### config.mk
export PLATFORM = sky130hd
export DESIGN_NAME = fetch_queue
export DESIGN_NICKNAME = d
export VERILOG_FILES = /design/src/rtl/fetch_pkg.sv /design/src/rtl/fetch_fifo.sv /design/src/rtl/fetch_queue.sv
export SDC_FILE = /design/constraint.sdc
export NUM_CORES = 1
export LEC_CHECK = 0
export BUFFER_PORTS_ARGS = -buffer_cell sky130_fd_sc_hd__buf_2
export CAP_MARGIN = 20
export CELL_PAD_IN_SITES_DETAIL_PLACEMENT = 0
export CELL_PAD_IN_SITES_GLOBAL_PLACEMENT = 1
export CORE_ASPECT_RATIO = 0.9
export CORE_MARGIN = 5
export CORE_UTILIZATION = 49
export CTS_BUF_LIST = sky130_fd_sc_hd__clkbuf_8
export DETAILED_ROUTE_END_ITERATION = 6
export PLACE_DENSITY_LB_ADDON = 0.15
export SLEW_MARGIN = 20
export SYNTH_ARGS = -nofsm -noshare
export SYNTH_HDL_FRONTEND = slang
export SYNTH_SLANG_ARGS = --single-unit
### constraint.sdc
create_clock -name clk -period 3.9 [get_ports clk]
set_input_delay 0.195 -clock clk [delete_from_list [all_inputs] [get_ports clk]]
set_output_delay 0.195 -clock clk [all_outputs]
set_load 0.005 [all_outputs]
### src/rtl/fetch_pkg.sv
// Shared constants and helpers for the instruction fetch queue.
// A queue entry is {pc, instr}, with the PC in the upper bits.
package fetch_pkg;

  localparam int unsigned PC_STEP = 4;

  // Entry layout at the default 32/32 widths.
  typedef struct packed {
    logic [31:0] pc;
    logic [31:0] instr;
  } fetch_entry_t;

  // Occupancy counter width: counts 0..depth inclusive.
  function automatic int unsigned cnt_width(input int unsigned depth);
    return $clog2(depth) + 1;
  endfunction

  function automatic int unsigned entry_width(input int unsigned aw, input int unsigned dw);
    return aw + dw;
  endfunction

endpackage

### src/rtl/fetch_fifo.sv
// Small circular FIFO holding fetched {pc, instr} entries.
// Flush and reset clear the control state only; storage contents are left as-is.
module fetch_fifo
  import fetch_pkg::*;
#(
  parameter int DEPTH = 4,
  parameter int WIDTH = 64
) (
  input  logic                   clk,
  input  logic                   rst,
  input  logic                   push,
  input  logic [WIDTH-1:0]       push_data,
  input  logic                   pop,
  input  logic                   flush,
  output logic [WIDTH-1:0]       head_data,
  output logic                   empty,
  output logic                   full,
  output logic [$clog2(DEPTH):0] count
);

  localparam int PTR_W = $clog2(DEPTH);
  localparam int CNT_W = cnt_width(DEPTH);

  logic [WIDTH-1:0] mem_q [DEPTH];
  logic [PTR_W-1:0] wr_ptr_q, wr_ptr_d;
  logic [PTR_W-1:0] rd_ptr_q, rd_ptr_d;
  logic [CNT_W-1:0] count_q, count_d;
  logic             do_push, do_pop;

  assign empty     = (count_q == '0);
  assign full      = (count_q == CNT_W'(DEPTH));
  assign count     = count_q;
  assign head_data = mem_q[rd_ptr_q];

  // When full, a push is only accepted together with a pop.
  assign do_push = push && (!full || pop);
  assign do_pop  = pop && !empty;

  always_comb begin
    wr_ptr_d = wr_ptr_q;
    rd_ptr_d = rd_ptr_q;
    count_d  = count_q;
    if (flush) begin
      wr_ptr_d = '0;
      rd_ptr_d = '0;
      count_d  = '0;
    end else begin
      if (do_push) wr_ptr_d = wr_ptr_q + PTR_W'(1);
      if (do_pop)  rd_ptr_d = rd_ptr_q + PTR_W'(1);
      case ({do_push, do_pop})
        2'b10:   count_d = count_q + CNT_W'(1);
        2'b01:   count_d = count_q - CNT_W'(1);
        default: count_d = count_q;
      endcase
    end
  end

  always_ff @(posedge clk) begin
    if (rst) begin
      wr_ptr_q <= '0;
      rd_ptr_q <= '0;
      count_q  <= '0;
    end else begin
      wr_ptr_q <= wr_ptr_d;
      rd_ptr_q <= rd_ptr_d;
      count_q  <= count_d;
    end
  end

  always_ff @(posedge clk) begin
    if (do_push && !flush) mem_q[wr_ptr_q] <= push_data;
  end

endmodule

### src/rtl/fetch_queue.sv
// Instruction fetch front-end: owns the fetch PC, drives the icache request,
// buffers returned instructions and handles redirects and FENCE.I.
module fetch_queue
  import fetch_pkg::*;
#(
  parameter int                    ADDR_WIDTH = 32,
  parameter int                    DATA_WIDTH = 32,
  parameter int                    DEPTH      = 4,
  parameter logic [ADDR_WIDTH-1:0] RESET_PC   = '0
) (
  input  logic                   clk,
  input  logic                   rst,
  input  logic                   redirect,
  input  logic [ADDR_WIDTH-1:0]  redirect_pc,
  input  logic                   fence_i,
  output logic [ADDR_WIDTH-1:0]  ic_addr,
  output logic                   ic_req,
  input  logic [DATA_WIDTH-1:0]  ic_data,
  input  logic                   ic_valid,
  input  logic                   ic_stall,
  output logic                   ic_invalidate,
  output logic                   dec_valid,
  output logic [DATA_WIDTH-1:0]  dec_instr,
  output logic [ADDR_WIDTH-1:0]  dec_pc,
  input  logic                   dec_ready,
  output logic [$clog2(DEPTH):0] fq_count,
  output logic [31:0]            stall_cycles
);

  localparam int ENTRY_W = entry_width(ADDR_WIDTH, DATA_WIDTH);

  logic [ADDR_WIDTH-1:0] fetch_pc_q, fetch_pc_d;
  logic                  inval_pending_q, inval_pending_d;
  logic [31:0]           stall_q, stall_d;

  logic                  flush, push, pop;
  logic                  fifo_empty, fifo_full;
  logic [ENTRY_W-1:0]    head_data;

  assign flush = redirect || fence_i;

  // Gated only by registered state so decode never sees a path back to ic_req.
  assign ic_req  = !rst && !inval_pending_q && !fifo_full;
  assign ic_addr = fetch_pc_q;
  assign push    = ic_req && ic_valid && !flush;
  assign pop     = dec_valid && dec_ready;

  fetch_fifo #(
    .DEPTH (DEPTH),
    .WIDTH (ENTRY_W)
  ) u_fifo (
    .clk       (clk),
    .rst       (rst),
    .push      (push),
    .push_data ({fetch_pc_q, ic_data}),
    .pop       (pop),
    .flush     (flush),
    .head_data (head_data),
    .empty     (fifo_empty),
    .full      (fifo_full),
    .count     (fq_count)
  );

  assign dec_valid     = !fifo_empty;
  assign dec_pc        = fifo_empty ? '0 : head_data[ENTRY_W-1 -: ADDR_WIDTH];
  assign dec_instr     = fifo_empty ? '0 : head_data[DATA_WIDTH-1:0];
  assign ic_invalidate = inval_pending_q;
  assign stall_cycles  = stall_q;

  // A redirect overrides any in-flight push; a repeated fence_i re-arms the pulse.
  always_comb begin
    fetch_pc_d      = fetch_pc_q;
    inval_pending_d = 1'b0;
    if (flush) begin
      fetch_pc_d      = {redirect_pc[ADDR_WIDTH-1:2], 2'b00};
      inval_pending_d = fence_i;
    end else if (push) begin
      fetch_pc_d = fetch_pc_q + ADDR_WIDTH'(PC_STEP);
    end
  end

  always_comb begin
    stall_d = stall_q;
    if (ic_req && ic_stall && (stall_q != 32'hFFFF_FFFF)) stall_d = stall_q + 32'd1;
  end

  always_ff @(posedge clk) begin
    if (rst) begin
      fetch_pc_q      <= RESET_PC;
      inval_pending_q <= 1'b0;
      stall_q         <= '0;
    end else begin
      fetch_pc_q      <= fetch_pc_d;
      inval_pending_q <= inval_pending_d;
      stall_q         <= stall_d;
    end
  end

endmodule

Word level (Yosys, flattened, before mapping)
Memory sizes are Yosys's and may differ from the RTL's. A register that Yosys moved wholly into a read port is not among the register bits. Index checks and enable logic that the tools add are counted.

Memories: 1. Flip-flop bits (word level): 72. Word-level logic and storage cells: 50. Bits in writable memories: 256. Input port bits: 71.

Bitwise operators: 1. Mux-type cells: 9. Equal/unequal tests: 4. Add/subtract/negate cells: 6. Reduce and logical (&&, ||, !) cells: 22.

Memories: u_fifo.mem_q (depth 4, width 64, read ports 1, clocked after memory_dff 1, write ports 1, RTL line fetch_fifo.sv:24) `logic [WIDTH-1:0] mem_q [DEPTH];`.

Operators by type and width (count): 2-to-1 mux 32 bit (4); adder 32 x 1 -> 32 bit, second input constant (1); adder 32 x 3 -> 32 bit, second input constant (1); != test 32 bit, second input constant (1); logical AND 1 bit (10); case mux 3 bit (2 select lines) (1); logical NOT 1 bit (5); adder 2 x 1 -> 2 bit, second input constant (2); 2-to-1 mux 2 bit (2); nonzero test 2 bit (2); OR reduction 2 bit (2); adder 3 x 1 -> 3 bit, second input constant (1); equality test 3 bit, second input constant (1); logical NOT 3 bit (1); subtractor 3 x 1 -> 3 bit, second input constant (1); equality test 2 x 1 -> 1 bit, second input constant (1); equality test 2 bit, second input constant (1); logical OR 1 bit (2); 2-to-1 mux 1 bit (2); NOT 1 bit (1).

Longest topological paths before layout
Depth in word-level cells: 9. Mapped depth: 10. Mapped depth without buffers: 9.

Hierarchy
From an unflattened synthesis, not the netlist that was laid out.

Cell total of the unflattened synthesis: 852. Area, all modules: 13379.1 sq um.

Modules (own cells, without submodules): fetch_fifo (area each 9714.3 sq um, instances 1, cells each 388, sequential area each 7867.5 sq um); fetch_queue (area each 3664.8 sq um, instances 1, cells each 464, sequential area each 1261.2 sq um).

Worst setup path after synthesis
No wires, ideal clock.

Path kind: register to register. From: register u_fifo.count_q[0], in the netlist u_fifo.count[0]. To: memory u_fifo.mem_q[0][0], enable pin. Required time: 3.473 ns. Arrival time: 2.611 ns. Setup slack: 0.862 ns. Setup time: 0.427 ns. Cell stages (with the launch flop): 5. Cell sequence: dfxtp_1 > or3b_2 > and3_1 > clkbuf_1 > and3_1.

Word-level cells in the longest chain between the ends: 9. Elaborated cells on any way between the ends: 13. Those cells by class: eq/ne (1); mux (2); reduce/logical (10).

RTL lines: from (decl) (RTL line fetch_fifo.sv:27) `logic [CNT_W-1:0] count_q, count_d;`; from (signal assigned) (RTL line fetch_fifo.sv:66) `count_q <= count_d;`; equality test 3 bit (RTL line fetch_fifo.sv:31) `assign full = (count_q == CNT_W'(DEPTH));`; logical NOT 1 bit (RTL line fetch_fifo.sv:36, fetch_queue.sv:43); logical AND 1 bit (RTL line fetch_queue.sv:43) `assign ic_req = !rst && !inval_pending_q && !fifo_full;`; logical AND 1 bit (2 in a row) (RTL line fetch_queue.sv:45) `assign push = ic_req && ic_valid && !flush;`; logical AND 1 bit (*) (RTL line fetch_fifo.sv:36) `assign do_push = push && (!full || pop);`; logical AND 1 bit (*) (RTL line fetch_fifo.sv:71) `if (do_push && !flush) mem_q[wr_ptr_q] <= push_data;`; 2-to-1 mux 1 bit (*) (RTL line fetch_fifo.sv:71); 2-to-1 mux 1 bit (implied by the code) (*) (RTL line fetch_fifo.sv:71); to (decl) (RTL line fetch_fifo.sv:24).

Mark *: on every way between the ends. The rest lies on a longest branch, timed or not.

==> results.md <==
- Reg2reg end: u_fifo.count[2]
- Cts bufs inserted: 51
- Synthesis-to-finish area growth: 22.9%
- Mean Syn Cell Area: 15.4 um^2
- CTS Root Cell: clkbuf_8
- Clock Sinks: 320
- First-pass GRT wire length: 46.3 mm
- Rows: 56
- Detailed Route Iter0 Violations: 442
- Worst-Margin Slew: 0.983 ns
- DR vias: 8381
- RSZ-0062 raised after global routing: false
- Initial antenna violation count: 1
- Hold_buf cts: 63
- Num ports: 205
- Post-synthesis sequential area ratio: 0.677
- Post-synth EDFFs: 248
- Port Buf Inserts: 198
- Mapped Area: 13100 um^2
- Die H: 165 um
- Chip width: 183 um
- Worst Clk Skew: 0.0227 ns
- Ys async rst share: 0
- Setup TNS: 0 ns
- Number of synthesized register bits: 320
- DRT Pass-1 Iters: 4
- Maximum clock path buffer count: 3
- Capture point of the worst path: dec_instr[12]
- Worst Path Required: 3.70 ns
- Reg2Reg Setup Slack: 1.23 ns
- Critical-path cell list: buf_4 -> mux4_2 -> and2_1 -> buf_2
- Worst R2R Path Depth: 9
- Power density over cell area: 414 nW/um^2
- Lkg Pwr: 0.00582 uW
- Max stage delay on crit path: 0.79 ns
- Worst-path clk slew: 0.06 ns
- Hold WC Path Type: primary input to register
- Buf/Inv on CP: 2
- Core Area: 26300 um^2
- Vias per inst: 5.49
- Largest net degree at the start of global routing: 64
- DRT antenna net count: 0
- CP arrival: 2.71 ns
- Clk_lat worst skew: 0.57 ns
- Period minus WS final: 2.90 ns
- Post-CTS setup buffer count: 0
- Fmax: 345 MHz
- Critical Path Source Type: register
- Most frequent cell after synthesis: edfxtp_1
- Die footprint: 30200 um^2
- Post-cts resize count: 0
- Crit path kind: register to output port
- Wire length on met2: 14.0 mm
- Dominant cell type by area after synthesis: edfxtp_1
- Vias in the first global route: 8363
- Design Power: 6690 uW
- Pins Over Slew Limit: 0
- Result of the run: finished, final reports clean
- Max cap viols: 0
- Hpwl dp: 18.2 mm
- Layout cell share with drive strength beyond 1: 0.310
- Initial Util: 0.500
- Synth Warn #: 0
- Post-synth top area share: 0.567
- Hold path startpoint: redirect
- CP max-delay cell: dfxtp_4
- Top sig layer: met5
- Synth top cells by count: edfxtp_1, dfxtp_1, and2_1, mux4_2, a21oi_1
- Setup-failing EPs final: 0
- Yosys cell types: 49
- Drc violations: 0
- Final wirelength: 29.5 mm
- Reg2reg start: u_fifo.count[2]
- Crit-path leading delay family: flip-flops
- Crit Path Max Fanout: 31
- Met3 routed WL: 1.67 mm
- Largest cells by area after synthesis: edfxtp_1, dfxtp_1, mux4_2
- Tcrit/Tclk final: 0.744
- Metal-1 WL: 13.0 mm
- CTS tree: done
- Placer Congestion: 0.756
- Drt wl/cell: 19.3 um
- Post-Syn Instances: 852
- Final nets: 1216
- ANT cells: 0
- Critical path depth: 4
- Hold_ws: 0.0328 ns
- Synth Flop Type: edfxtp_1
- GRT Resource Usage Total: 0.195
- Worst setup EP type: output port
- Slew HR: 0.345
- Congestion Overflow GR: 0
- H-Tree Depth: 2
- Final hold vios: 0
- VDD IR max: 256 uV
-- placed cells by master (no fill, tap or decap), drive strengths merged, types with 11 or more instances in the layout --
master / n
or4: 16
buf: 213
edfxtp: 248
inv: 40
xnor2: 11
nand3: 27
o21ai: 46
a21oi: 40
nand4: 21
or3: 26
o31ai: 14
a31oi: 11
xor2: 13
clkbuf: 59
dfxtp: 72
nand2: 28
and2: 70
clkinv: 12
nor2: 25
and3: 17
dlygate4sd3: 63
mux4: 62
-- worst register-to-register path: cells and delay by family, from the launching register on --
| family | cells | cell delay (ns) |
|---|---|---|
| and+or+nand+nor | 4 | 1.33 |
| adders and majority gates | 2 | 0.55 |
| DFF | 1 | 0.37 |
| xor gates and xnor gates | 1 | 0.15 |
| AOI/OAI and AO/OA | 1 | 0.13 |
| buffers and inverters | 1 | 0.06 |
-- power by group --
| part | switching, uW | total (uW) | internal, uW |
|---|---|---|---|
| clock | 1270 | 2660 | 1390 |
| combinational | 126 | 253 | 127 |
| sequential | 64.8 | 3780 | 3710 |
| total | 1460 | 6690 | 5230 |
-- per-layer routing --
layer  track usage  vias up
li1              -     3910
met1         0.270     4158
met2         0.316      256
met3        0.0357       55
met4        0.0645        2
met5             0        -
-- sequential cells by signal (all words and copies together), names as in the netlist, named ones only --
register	flops
ic_addr	30
u_fifo.count	3
ic_invalidate	1
u_fifo.mem_q	248
stall_cycles	32
u_fifo.wr_ptr_q	2
u_fifo.rd_ptr_q	2
-- metrics by stage --
step / cells / util / worst slack [ns] / instance area (um^2)
after global routing: 1526 / 0.615 / 0.764 / 16100
after global placement: 1369 / 0.553 / 1.23 / 14500
after CTS: 1526 / 0.615 / 0.897 / 16100
final: 1526 / 0.615 / 1.00 / 16100
after detailed placement: 1369 / 0.553 / 1.22 / 14500
after floorplan: 855 / - / 0.862 / 13100
-- cells by family after synthesis --
| logic type | after synthesis | synth area share |
|---|---|---|
| XOR/XNOR | 24 | 0.0160 |
| adder cells (fa/ha/maj) | 8 | 0.00819 |
| flip-flops | 320 | 0.677 |
| multiplexers | 64 | 0.108 |
| buffers and inverters | 64 | 0.0223 |
| AO/OA/AOI/OAI | 124 | 0.0552 |
| AND/OR/NAND/NOR | 247 | 0.113 |
| other | 1 | 0.000286 |
-- how the worst min path moves through the flow --
stage	depth (start not counted)	slack, ns	endpoint
3_5_place_dp	1	0.41	u_fifo.mem_q[0][1]
6_report	4	0.03	ic_addr[29]
5_1_grt	3	0.03	ic_addr[22]
3_3_place_gp	1	0.41	u_fifo.mem_q[0][1]
2_1_floorplan	0	0.29	u_fifo.mem_q[0][0]
4_1_cts	3	0.007	ic_addr[22]
-- layout make-up --
cell class | instances | area [um^2]
multi-input cells | 471 | 3990
inverters | 17 | 63.8
clock buffers | 59 | 812
repair buffers | 276 | 1780
flip-flops and latches | 320 | 8900
clock inverters | 35 | 163
fillers | 2058 | 10100
well taps | 348 | 435
Note: power is estimated with default switching activity, not from simulation.
